**src/rtl/result_demux8_pkg.sv**
```systemverilog
// ============================================================================
// result_demux8_pkg : shared constants and popcount helper for result_demux8
// Rev 1.0
// ============================================================================
`default_nettype none

package result_demux8_pkg;

  localparam int WIDTH_DEFAULT = 16;
  localparam int NSLOT_FIXED   = 8;
  localparam int SEL_W         = 3;
  localparam int CNT_W         = 4;

  function automatic logic [CNT_W-1:0] popcount8(input logic [NSLOT_FIXED-1:0] v);
    logic [CNT_W-1:0] cnt;
    cnt = '0;
    for (int i = 0; i < NSLOT_FIXED; i++) begin
      cnt = cnt + CNT_W'(v[i]);
    end
    return cnt;
  endfunction

endpackage

`default_nettype wire

```
**src/rtl/result_demux8_slot.sv**
```systemverilog
// ============================================================================
// demux_slot : one destination slot, data register plus valid flag
// Rev 1.0
// ============================================================================
`default_nettype none

module demux_slot #(
  parameter int WIDTH = 16
) (
  input  logic             clk,
  input  logic             rst,
  input  logic             wr,
  input  logic             clr,
  input  logic [WIDTH-1:0] din,
  output logic [WIDTH-1:0] dout,
  output logic             valid,
  output logic             valid_nxt
);

  logic [WIDTH-1:0] data_d, data_q;
  logic             valid_d, valid_q;

  // A write beats a same-cycle clear; a clear never touches the data.
  always_comb begin
    data_d  = data_q;
    valid_d = valid_q;
    if (wr) begin
      data_d  = din;
      valid_d = 1'b1;
    end else if (clr) begin
      valid_d = 1'b0;
    end
  end

  always_ff @(posedge clk) begin
    if (rst) begin
      data_q  <= '0;
      valid_q <= 1'b0;
    end else begin
      data_q  <= data_d;
      valid_q <= valid_d;
    end
  end

  assign dout      = data_q;
  assign valid     = valid_q;
  assign valid_nxt = valid_d;

endmodule

`default_nettype wire

```
**src/rtl/result_demux8.sv**
```systemverilog
// ============================================================================
// result_demux8 : routes a result word into one of eight registered slots
// Rev 1.0
// ============================================================================
`default_nettype none

module result_demux8
  import result_demux8_pkg::*;
#(
  parameter int WIDTH = WIDTH_DEFAULT,
  parameter int NSLOT = NSLOT_FIXED
) (
  input  logic             clk,
  input  logic             rst,
  input  logic [WIDTH-1:0] in,
  input  logic [2:0]       control,
  input  logic             wr_en,
  input  logic [7:0]       clr,
  output logic [WIDTH-1:0] o0,
  output logic [WIDTH-1:0] o1,
  output logic [WIDTH-1:0] o2,
  output logic [WIDTH-1:0] o3,
  output logic [WIDTH-1:0] o4,
  output logic [WIDTH-1:0] o5,
  output logic [WIDTH-1:0] o6,
  output logic [WIDTH-1:0] o7,
  output logic [7:0]       valid,
  output logic [3:0]       pending,
  output logic             overwrite
);

  logic [NSLOT-1:0] wr_sel;
  logic [NSLOT-1:0] valid_nxt;
  logic [WIDTH-1:0] data [NSLOT];

  logic             overwrite_d, overwrite_q;
  logic [CNT_W-1:0] pending_d, pending_q;

  always_comb begin
    wr_sel = '0;
    if (wr_en) begin
      wr_sel[control] = 1'b1;
    end
  end

  // Counting the slots' next-state valids keeps pending in step with valid.
  always_comb begin
    overwrite_d = wr_en & valid[control] & ~clr[control];
    pending_d   = popcount8(valid_nxt);
  end

  always_ff @(posedge clk) begin
    if (rst) begin
      overwrite_q <= 1'b0;
      pending_q   <= '0;
    end else begin
      overwrite_q <= overwrite_d;
      pending_q   <= pending_d;
    end
  end

  for (genvar i = 0; i < NSLOT; i++) begin : g_slot
    demux_slot #(
      .WIDTH(WIDTH)
    ) u_slot (
      .clk      (clk),
      .rst      (rst),
      .wr       (wr_sel[i]),
      .clr      (clr[i]),
      .din      (in),
      .dout     (data[i]),
      .valid    (valid[i]),
      .valid_nxt(valid_nxt[i])
    );
  end

  assign o0        = data[0];
  assign o1        = data[1];
  assign o2        = data[2];
  assign o3        = data[3];
  assign o4        = data[4];
  assign o5        = data[5];
  assign o6        = data[6];
  assign o7        = data[7];
  assign pending   = pending_q;
  assign overwrite = overwrite_q;

endmodule

`default_nettype wire

```
**config.mk**
```make
export PLATFORM = sky130hd
export DESIGN_NAME = result_demux8
export DESIGN_NICKNAME = d
export VERILOG_FILES = /design/src/rtl/result_demux8_pkg.sv /design/src/rtl/result_demux8_slot.sv /design/src/rtl/result_demux8.sv
export SDC_FILE = /design/constraint.sdc
export NUM_CORES = 1
export LEC_CHECK = 0
export BUFFER_PORTS_ARGS = -buffer_cell sky130_fd_sc_hd__buf_4
export CAP_MARGIN = 5
export CORE_MARGIN = 2
export CORE_UTILIZATION = 34
export CTS_CLUSTER_DIAMETER = 40
export DETAILED_ROUTE_END_ITERATION = 7
export PLACE_DENSITY = 0.68
export SETUP_SLACK_MARGIN = 0.15
export SLEW_MARGIN = 20
export SYNTH_ARGS = -nofsm -noshare
export SYNTH_HDL_FRONTEND = slang
export SYNTH_SLANG_ARGS = --single-unit
export TNS_END_PERCENT = 30
```
**constraint.sdc**
```tcl
create_clock -name clk -period 5.63 [get_ports clk]
set_input_delay 1.126 -clock clk [delete_from_list [all_inputs] [get_ports clk]]
set_output_delay 1.126 -clock clk [all_outputs]
set_load 0.03 [all_outputs]
```
Yosys cells after proc, flatten, opt, wreduce, memory -nomap -nowiden
Index checks and enable logic that the tools add are counted.
W data, S select, Z words.
- $add $sub $neg: 7
- magnitude comparators: 2
- muxes and demuxes: 23
- bitwise operators: 3
- reduce and logical (&&, ||, !) cells: 1
- operators with widths (kind ; number):
    $mux W1 ; 19
    $add A4 B1 Y4 ; 4
    $mux W8 ; 1
    $bmux W1 S3 ; 2
    $add A3 B1 Y4 ; 1
    $lt A3 B4 Y1 const B ; 1
    $add A2 B1 Y3 ; 1
    $demux W1 S3 ; 1
    $ge A3 B1 Y1 const B ; 1
    $add A1 B1 Y2 ; 1
    $and A1 B1 Y1 ; 2
    $logic_and A1 B1 Y1 ; 1
    $not A1 Y1 ; 1
- register bits after elaboration: 141
- output and inout port bits: 141
- word-level logic and storage cells: 54

Longest topological paths before layout
Gate-level depths: netlist of the first run.
- word-level depth: 13
- gate-level depth with buffers: 15
- depth with buffers taken out: 13

By module
A second synthesis of the first run with hierarchy kept.
- cell total of the unflattened synthesis: 507
- area, all modules: 5474.0 sq um
- by module, submodules not included (module ; times used ; cells an instance ; area an instance (sq um)):
    demux_slot ; 8 ; 57 ; 620.6
    result_demux8 ; 1 ; 51 ; 509.2

Least setup slack after synthesis of the first run
Ideal clock, no wire load.
- path kind: input -> register
- start: input port wr_en
- end: register pending_q[2] (netlist: pending[2])
- library setup time: 128 ps
- arrival: 4052 ps
- slack: 1450 ps
- stages: 15
- cells stage by stage: nor2b_1 clkbuf_4 nand2_2 clkbuf_8 nand2_1 fa_1 inv_1 fa_1 fa_1 inv_1 ha_1 inv_1 fa_1 xor2_1 nor2_1
- word-level cells in the longest chain between the ends: 9
- ends and longest elaborated chain (element ; RTL line ; text):
    start, declared ; result_demux8.sv:17 ; input logic wr_en,
    $mux W8 ; result_demux8.sv:41 ; if (wr_en) begin
    $mux W1 ; result_demux8_slot.sv:27 ; if (wr) begin
    net g_slot[0].u_slot.valid_nxt ; result_demux8_slot.sv:17 ; output logic valid_nxt
    $add A1 B1 Y2 ; result_demux8_pkg.sv:18 ; cnt = cnt + CNT_W'(v[i]);
    $add A2 B1 Y3 ; result_demux8_pkg.sv:18 ;
    $add A3 B1 Y4 ; result_demux8_pkg.sv:18 ;
    $add A4 B1 Y4 (4 in a row) ; result_demux8_pkg.sv:18 ;
    end signal, assigned ; result_demux8.sv:58 ; pending_q <= pending_d;
    end, declared ; result_demux8.sv:37 ; logic [CNT_W-1:0] pending_d, pending_q;
The timed path passes the listed nets, and every way through them passes these cells.
A chain may end at the register's enable or synchronous reset.

Worst setup path in the final report of the first run
Ends and elaborated chain as after synthesis.

==> results of run 1 <==
Yosys cell counts:
master    count
a21oi_1     134
a21oi_2       1
a22oi_1       1
a311o_2       1
and2b_1       2
buf_2         4
buf_4        16
buf_6        16
clkbuf_1     21
clkbuf_4      1
clkbuf_8      1
dfxtp_1     141
fa_1          4
ha_1          3
inv_1         8
nand2_1     261
nand2_2       3
nand2_4       1
nand2b_1      6
nand2b_4      1
nand3_1       4
nand3_4       1
nand4_1       2
nor2_1       10
nor2_4        6
nor2b_1       4
nor3_1        2
nor3_4        2
nor3b_1       1
o22ai_1       1
o31ai_1       1
xor2_1        1
worst max-delay path, delay by kind of cell:
| family | cells | cell delay [ps] |
|---|---|---|
| xor gates and xnor gates | 1 | 140 |
| and+or+nand+nor | 4 | 1060 |
| adders and majority gates | 5 | 1870 |
| buffers and inverters | 4 | 370 |
sequential cells by signal, indices dropped and copies added (netlist names):
name	count
overwrite	1
pending	4
g_slot.u_slot.dout	128
g_slot.u_slot.valid	8
routing by layer:
layer	GRT usage (%)	vias up
met3	4.14	17
li1	-	2365
met1	26.7	2233
met5	0	-
met2	30.7	167
met4	6.83	0
area by class of cell:
cell class	instances	area (um2)	share of cell area, %
tap	216	270	3.78
timing repair buffer	171	1280	18.0
multi-input combinational	453	2140	30.0
clock buffer	23	478	6.69
inverter	8	30.0	0.420
clock inverter	7	113	1.58
sequential	141	2820	39.5
how the worst max path moves through the flow:
stage | end | cells past startpoint | slack, ps
after floorplan | pending[2] | 15 | 1450
after global placement | pending[2] | 14 | 1010
after detailed placement | pending[2] | 14 | 950
after CTS | pending[2] | 14 | 1400
after global routing | pending[2] | 14 | 1160
final | pending[2] | 14 | 1380
cell families after synthesis:
family                   Yosys count
AND/OR/NAND/NOR                  306
XOR/XNOR                           1
AO/OA/AOI/OAI                    139
adder cells (fa/ha/maj)            7
buffers and inverters             67
flip-flops                       141
metrics by stage:
stage               util, %  std cells  setup WS (ps)  power (mW)
finish                 45.5       1019           1380        2.38
global route           45.5       1019           1160        2.46
CTS                    45.5       1019           1400        2.40
detailed placement     41.7        989            955        1.26
global placement       41.7        989           1010        1.26
floorplan                 -        661           1450        1.19
report_power, final:
| part | switching [mW] | total, mW | internal (mW) | leakage [nW] |
|---|---|---|---|---|
| registers | 0.0139 | 1.03 | 1.02 | 1.14 |
| clock network | 0.411 | 1.14 | 0.725 | 0.289 |
| logic | 0.143 | 0.207 | 0.0643 | 1.44 |
| total | 0.568 | 2.38 | 1.81 | 2.87 |
==> run summary, run 1 <==
total clock sinks - 141
Leak - 2.87 nW
WL final - 16800 um
setup total negative slack - 0 ps
Post-route DRC - 0
hpwl dp - 11400 um
Seq cells post-synth - 141
syn_area_per_cell - 8.20 um2
drt via density - 4.69
synthesized netlist cell count - 661
Die Footprint - 17000 um2
compound-gate portion of the synthesized area - 13.1%
mux contribution to synthesized area - 0%
# setup viols final - 0
most frequent cells in the layout - 261 x nand2_1, 171 x buf_4, 141 x dfxtp_1
Synth Area in Simple Gates - 24.1%
Detail Route Antenna Nets - 0
buffers added on ports - 170
worst vdd ir - 0.210 mV
met3 wire length - 932 um
status - complete, no violations
H-tree Lvls - 4
post-layout instance area - 7140 um2
CP required - 5920 ps
die width - 130 um
Critical Path Source Type - primary input
vias - 4782
Critical Path Most Common Cell - fa_1
Crit Path Max Fanout - 18
Area contributors post-synth - dfxtp_1 52%, nand2_1 18%, a21oi_1 12%
Num CTS Buffers - 17
main combinational cell family by area after synthesis - simple AND/OR/NAND/NOR gates
actual transition at the worst max-transition pin - 1030 ps
diodes inserted - 0
TritonRoute pass-1 iters - 5
hold buffers post-CTS - 0
Worst-Skew Late Latency - 420 ps
Distinct cells, synth - 32
layout cell share with drive strength beyond 1 - 26.7%
Critical Path, Cell by Cell - buf_4 -> nor2b_1 -> nand2_2 -> nand2_1 -> fa_1 -> inv_1 -> fa_1 -> fa_1 -> inv_1 -> ha_1 -> inv_1 -> fa_1 -> xor2_1 -> nor2_1
synth warn - 0
GRT Total Usage - 19.5%
critical path's largest stage delay - 480 ps
XOR/XNOR Fraction of Synth Area - 0.162%
IO Pins - 171
Worst R2R End - pending[2]
area share of fa/ha/maj cells after synthesis - 2.17%
worst r2r src - g_slot[3].u_slot.valid
fin crit share - 75.5%
core region area - 15700 um2
pwr dens - 333 nW/um2
Initial DRC Count - 313
worst hold slack - 453 ps
filler cell count - 1545
Post-Syn Area - 5420 um2
critical path arrival - 4540 ps
Hold Path Origin - g_slot[1].u_slot.dout[12]
syn nets - 698
initial core utilization - 34.5%
Placement Cell Area - 6550 um2
area leader, netlist - dfxtp_1
Min-Delay Path Class - reg -> reg
post-synth top area share - 52.1%
Final Wtd Congestion - 0.854
Relative slew margins - 31.6%
vias in the first global route - 4253
minimum clock period - 4250 ps
CTS tree - done
largest net degree at the start of global routing - 93
register area share after synthesis - 52.1%
Max Cap Viol - 0
Reg clk slew, reported paths - 60 ps
worst hold endpoint - g_slot[1].u_slot.dout[12]
global-route wire length before repair - 24500 um
synth-to-layout area growth - 31.8%
row cnt - 46
commonest non-fill, non-tap cell in the layout - nand2_1
Critical Path Source - wr_en
worst reg2reg path depth - 12
DR top layer - met4
fmax - 235 MHz
Final nets - 829
CP max stage cell - fa_1
Avg WL per Cell - 16.5 um
Post-CTS Resized - 0
WL met2 - 7890 um
setup bufs post-CTS - 0
RSZ-0062 raised after global routing - no
hold path depth - 2
worst clock skew - 3.74 ps
initial antenna violation count - 0
r2r setup slk - 2490 ps
gr ovfl total - 0
Met1 Wirelength - 7740 um
Final Hold Fails - 0
Root Driver - clkbuf_16
Die Ht - 130 um
Crit Path Class - in -> reg
Clock Tree Buf Depth - 2
fin. max-slew vios - 0
Worst setup EP type - flop
No activity file was read; power rests on OpenSTA's default activity.
==> inputs of run 2 (changes only) <==
--- a/config.mk
+++ b/config.mk
@@ -5,13 +5,14 @@
 export SDC_FILE = /design/constraint.sdc
 export NUM_CORES = 1
 export LEC_CHECK = 0
+export ABC_AREA = 1
 export BUFFER_PORTS_ARGS = -buffer_cell sky130_fd_sc_hd__buf_4
 export CAP_MARGIN = 5
 export CORE_MARGIN = 2
 export CORE_UTILIZATION = 34
 export CTS_CLUSTER_DIAMETER = 40
 export DETAILED_ROUTE_END_ITERATION = 7
-export PLACE_DENSITY = 0.68
+export PLACE_DENSITY = 0.7
 export SETUP_SLACK_MARGIN = 0.15
 export SLEW_MARGIN = 20
 export SYNTH_ARGS = -nofsm -noshare
==> constraint.sdc (replaced) <==
create_clock -name clk -period 3.4 [get_ports clk]
set_input_delay 0.68 -clock clk [delete_from_list [all_inputs] [get_ports clk]]
set_output_delay 0.68 -clock clk [all_outputs]
set_load 0.03 [all_outputs]
==> run 2 against run 1 <==
  * Synthesized area down 0.72%
  * Wire length is 3.3% higher
  * Hold slack better by 7.9 ps
  * Via count rose by 7.1%
  * Cell area grew 4.7%
  * Core utilization is 3.4 points higher
  * Clock power up 82%
  * First-iteration DRC count grew 18%
  * Power grew 75%
  * Critical path depth is 2 higher
  * Critical path type unchanged
  * Highest routed layer unchanged
==> run summary, run 2 <==
worst vdd ir - 0.324 mV (+54%)
WL final - 17400 um (+3.3%)
gr ovfl total - 0 (unchanged)
buffers added on ports - 170 (unchanged)
Root Driver - clkbuf_16
Reg area - 2820 um2 (unchanged)
RSZ-0062 raised after global routing - yes
critical path arrival - 3450 ps (-1090 ps)
Detail Route Antenna Nets - 0 (unchanged)
Max Cap Viol - 0 (unchanged)
hold buffers post-CTS - 0 (unchanged)
die width - 130 um (-0.35%)
Final Wtd Congestion - 0.831 (-2.7%)
Post-route DRC - 0 (unchanged)
syn_area_per_cell - 7.67 um2 (-6.4%)
total clock sinks - 141 (unchanged)
Worst-Skew Late Latency - 410 ps (about the same)
diodes inserted - 0 (unchanged)
Num CTS Buffers - 17 (unchanged)
worst hold slack - 461 ps (+7.93 ps)
H-tree Lvls - 4 (unchanged)
Crit Path Max Fanout - 3 (-15)
dpl ws - -209 ps (-1160 ps)
number of synthesized flops with an enable pin - 0 (unchanged)
Initial DRC Count - 369 (+18%)
final core utilization - 48.8% (+3.4 points)
core region area - 15300 um2 (-2.5%)
drt via density - 4.73 (+0.87%)
Distinct cells, synth - 21 (-34%)
post-layout instance area - 7480 um2 (+4.7%)
Final nets - 895 (+8.0%)
CTS tree - done
Int Power - 3.14 mW (+74%)
most frequent cells in the layout - 283 x nand2_1, 194 x buf_4, 141 x dfxtp_1
initial antenna violation count - 0 (unchanged)
Avg WL per Cell - 16.0 um (-2.7%)
Seq pwr share - 41.1% (-2.4 points)
synth warn - 0 (unchanged)
setup bufs post-CTS - 0 (unchanged)
filler cell count - 1551 (+0.39%)
Seq cells post-synth - 141 (unchanged)
vias - 5122 (+7.1%)
hpwl dp - 11700 um (+2.6%)
GRT Total Usage - 20.5% (+0.96 points)
Placement Cell Area - 6820 um2 (+4.0%)
Relative slew margins - 44.7% (+13 points)
area of the multi-input gates - 2130 um2 (-0.88%)
Post-CTS Resized - 0 (unchanged)
Post-Syn Area - 5380 um2 (-0.72%)
async set-reset flop share out of synthesis - 0% (unchanged)
minimum clock period - 3180 ps
max reg flops - 128 (unchanged)
Psw - 1.02 mW (+79%)
actual transition at the worst max-transition pin - 829 ps (-197 ps)
cell with the most instances after synthesis - nand2_1
global-route wire length before repair - 25600 um (+4.2%)
TritonRoute pass-1 iters - 5 (unchanged)
Crit Path Class - in -> reg
Final Hold Fails - 0 (unchanged)
Die Ht - 130 um (-0.35%)
# setup viols final - 0 (unchanged)
IO Pins - 171 (unchanged)
post-synth top area share - 52.5% (+0.38 points)
Area contributors post-synth - dfxtp_1 52%, nand2_1 20%, a21oi_1 13%
area leader, netlist - dfxtp_1
fin. max-slew vios - 0 (unchanged)
Reg clk slew, reported paths - 60 ps (about the same)
Die Footprint - 16800 um2 (-0.69%)
Clock power frac - 49.8% (+2.0 points)
Clock Tree Buf Depth - 2 (unchanged)
pwr dens - 556 nW/um2 (+67%)
syn nets - 738 (+5.7%)
Worst setup EP type - flop
Leak - 3.15 nW (+9.9%)
commonest non-fill, non-tap cell in the layout - nand2_1
final worst slack - 225 ps (-1160 ps)
Min-Delay Path Class - reg -> reg
top_reg_cell synth - dfxtp_1
synth-to-layout area growth - 39.0%
worst clock skew - 4.29 ps (+0.550 ps)
fin crit share - 93.4%
Switching Share - 24.5% (+0.57 points)
initial core utilization - 35.1% (+0.64 points)
largest net degree at the start of global routing - 75 (-19%)
row cnt - 45 (-2.2%)
CP required - 3670 ps (-2250 ps)
synthesized netlist cell count - 701 (+6.1%)
combinational power share - 9.1% (+0.4 points)
fmax - 315 MHz
Critical Path Source Type - primary input
layout cell share with drive strength beyond 1 - 29.4% (+2.7 points)
register area share after synthesis - 52.5% (+0.38 points)
status - complete, no violations
vias in the first global route - 4696 (+10%)
Synth top cells by count - 285 x nand2_1, 141 x dfxtp_1, 137 x a21oi_1, 25 x inv_1, 19 x buf_2
==> run 2: cell types whose count changed in the layout (fill, tap and decap cells not counted), sizes merged, moves of 3 or more <==
cell / before / now
nand2: 265 / 289
nor2: 16 / 26
nor2b: 4 / 0
or2: 0 / 3
nand2b: 7 / 0
clkbuf: 23 / 19
nor3: 4 / 0
inv: 8 / 36
buf: 171 / 195
==> run 2: path summary, 6_finish.rpt <==
check / start / end / slack, ps / depth (start not counted)
hold reg to reg: g_slot[1].u_slot.dout[1] / g_slot[1].u_slot.dout[1] / 460 / 2
setup reg to reg: g_slot[0].u_slot.valid / pending[1] / 410 / 11
hold / removal: g_slot[1].u_slot.dout[1] / g_slot[1].u_slot.dout[1] / 460 / 2
setup / recovery: control[1] / pending[1] / 220 / 16
==> run 2: cell type report <==
cell class | count | share of cell area [%]
timing repair buffer | 195 | 19.7
clock inverter | 13 | 2.84
inverter | 34 | 1.77
tap | 211 | 3.53
clock buffer | 19 | 5.92
multi-input combinational | 469 | 28.4
sequential | 141 | 37.8
==> run 2: metrics by stage <==
| stage | TNS [ps] | std cells | total power, mW |
|---|---|---|---|
| final | 0 | 1082 | 4.16 |
| after floorplan | -297 | 701 | 1.97 |
| after global placement | -370 | 1050 | 2.12 |
| after global routing | 0 | 1082 | 4.30 |
| after CTS | 0 | 1082 | 4.20 |
| after detailed placement | -404 | 1050 | 2.12 |
==> run 2: worst max-delay path, cell delays in order <==
cell and delay, ps:
buf_4 130, inv_4 60, nor2_4 40, inv_2 50, nor2_4 40, inv_4 40, nand2_2 50, fa_1 540
inv_1 50, fa_1 490, fa_1 410, inv_1 70, ha_2 170, inv_1 50, fa_2 510, nor2_1 40
==> run 2: power groups by stage <==
stage | clock, mW | sequential, mW | combinational (mW)
after global routing | 2.18 | 1.71 | 0.407
after global placement | 0 | 1.75 | 0.375
after detailed placement | 0 | 1.75 | 0.377
final | 2.07 | 1.71 | 0.378
after floorplan | 0 | 1.81 | 0.157
after CTS | 2.11 | 1.71 | 0.378
==> run 2: routing by layer <==
| layer | vias to the layer above | wire length, um | GRT usage (%) |
|---|---|---|---|
| met5 | - | 0 | 0 |
| met3 | 18 | 1380 | 7.09 |
| met4 | 0 | 288 | 7.02 |
| met1 | 2415 | 7840 | 27.2 |
| li1 | 2497 | - | - |
| met2 | 192 | 7840 | 31.3 |
==> run 2: cell families after synthesis <==
| logic type | Yosys count | share of synthesized area, % |
|---|---|---|
| fa+ha+maj | 7 | 2.19 |
| simple gates | 324 | 24.2 |
| flops | 141 | 52.5 |
| xor+xnor | 1 | 0.163 |
| buf+inv | 91 | 8.19 |
| compound gates | 137 | 12.7 |
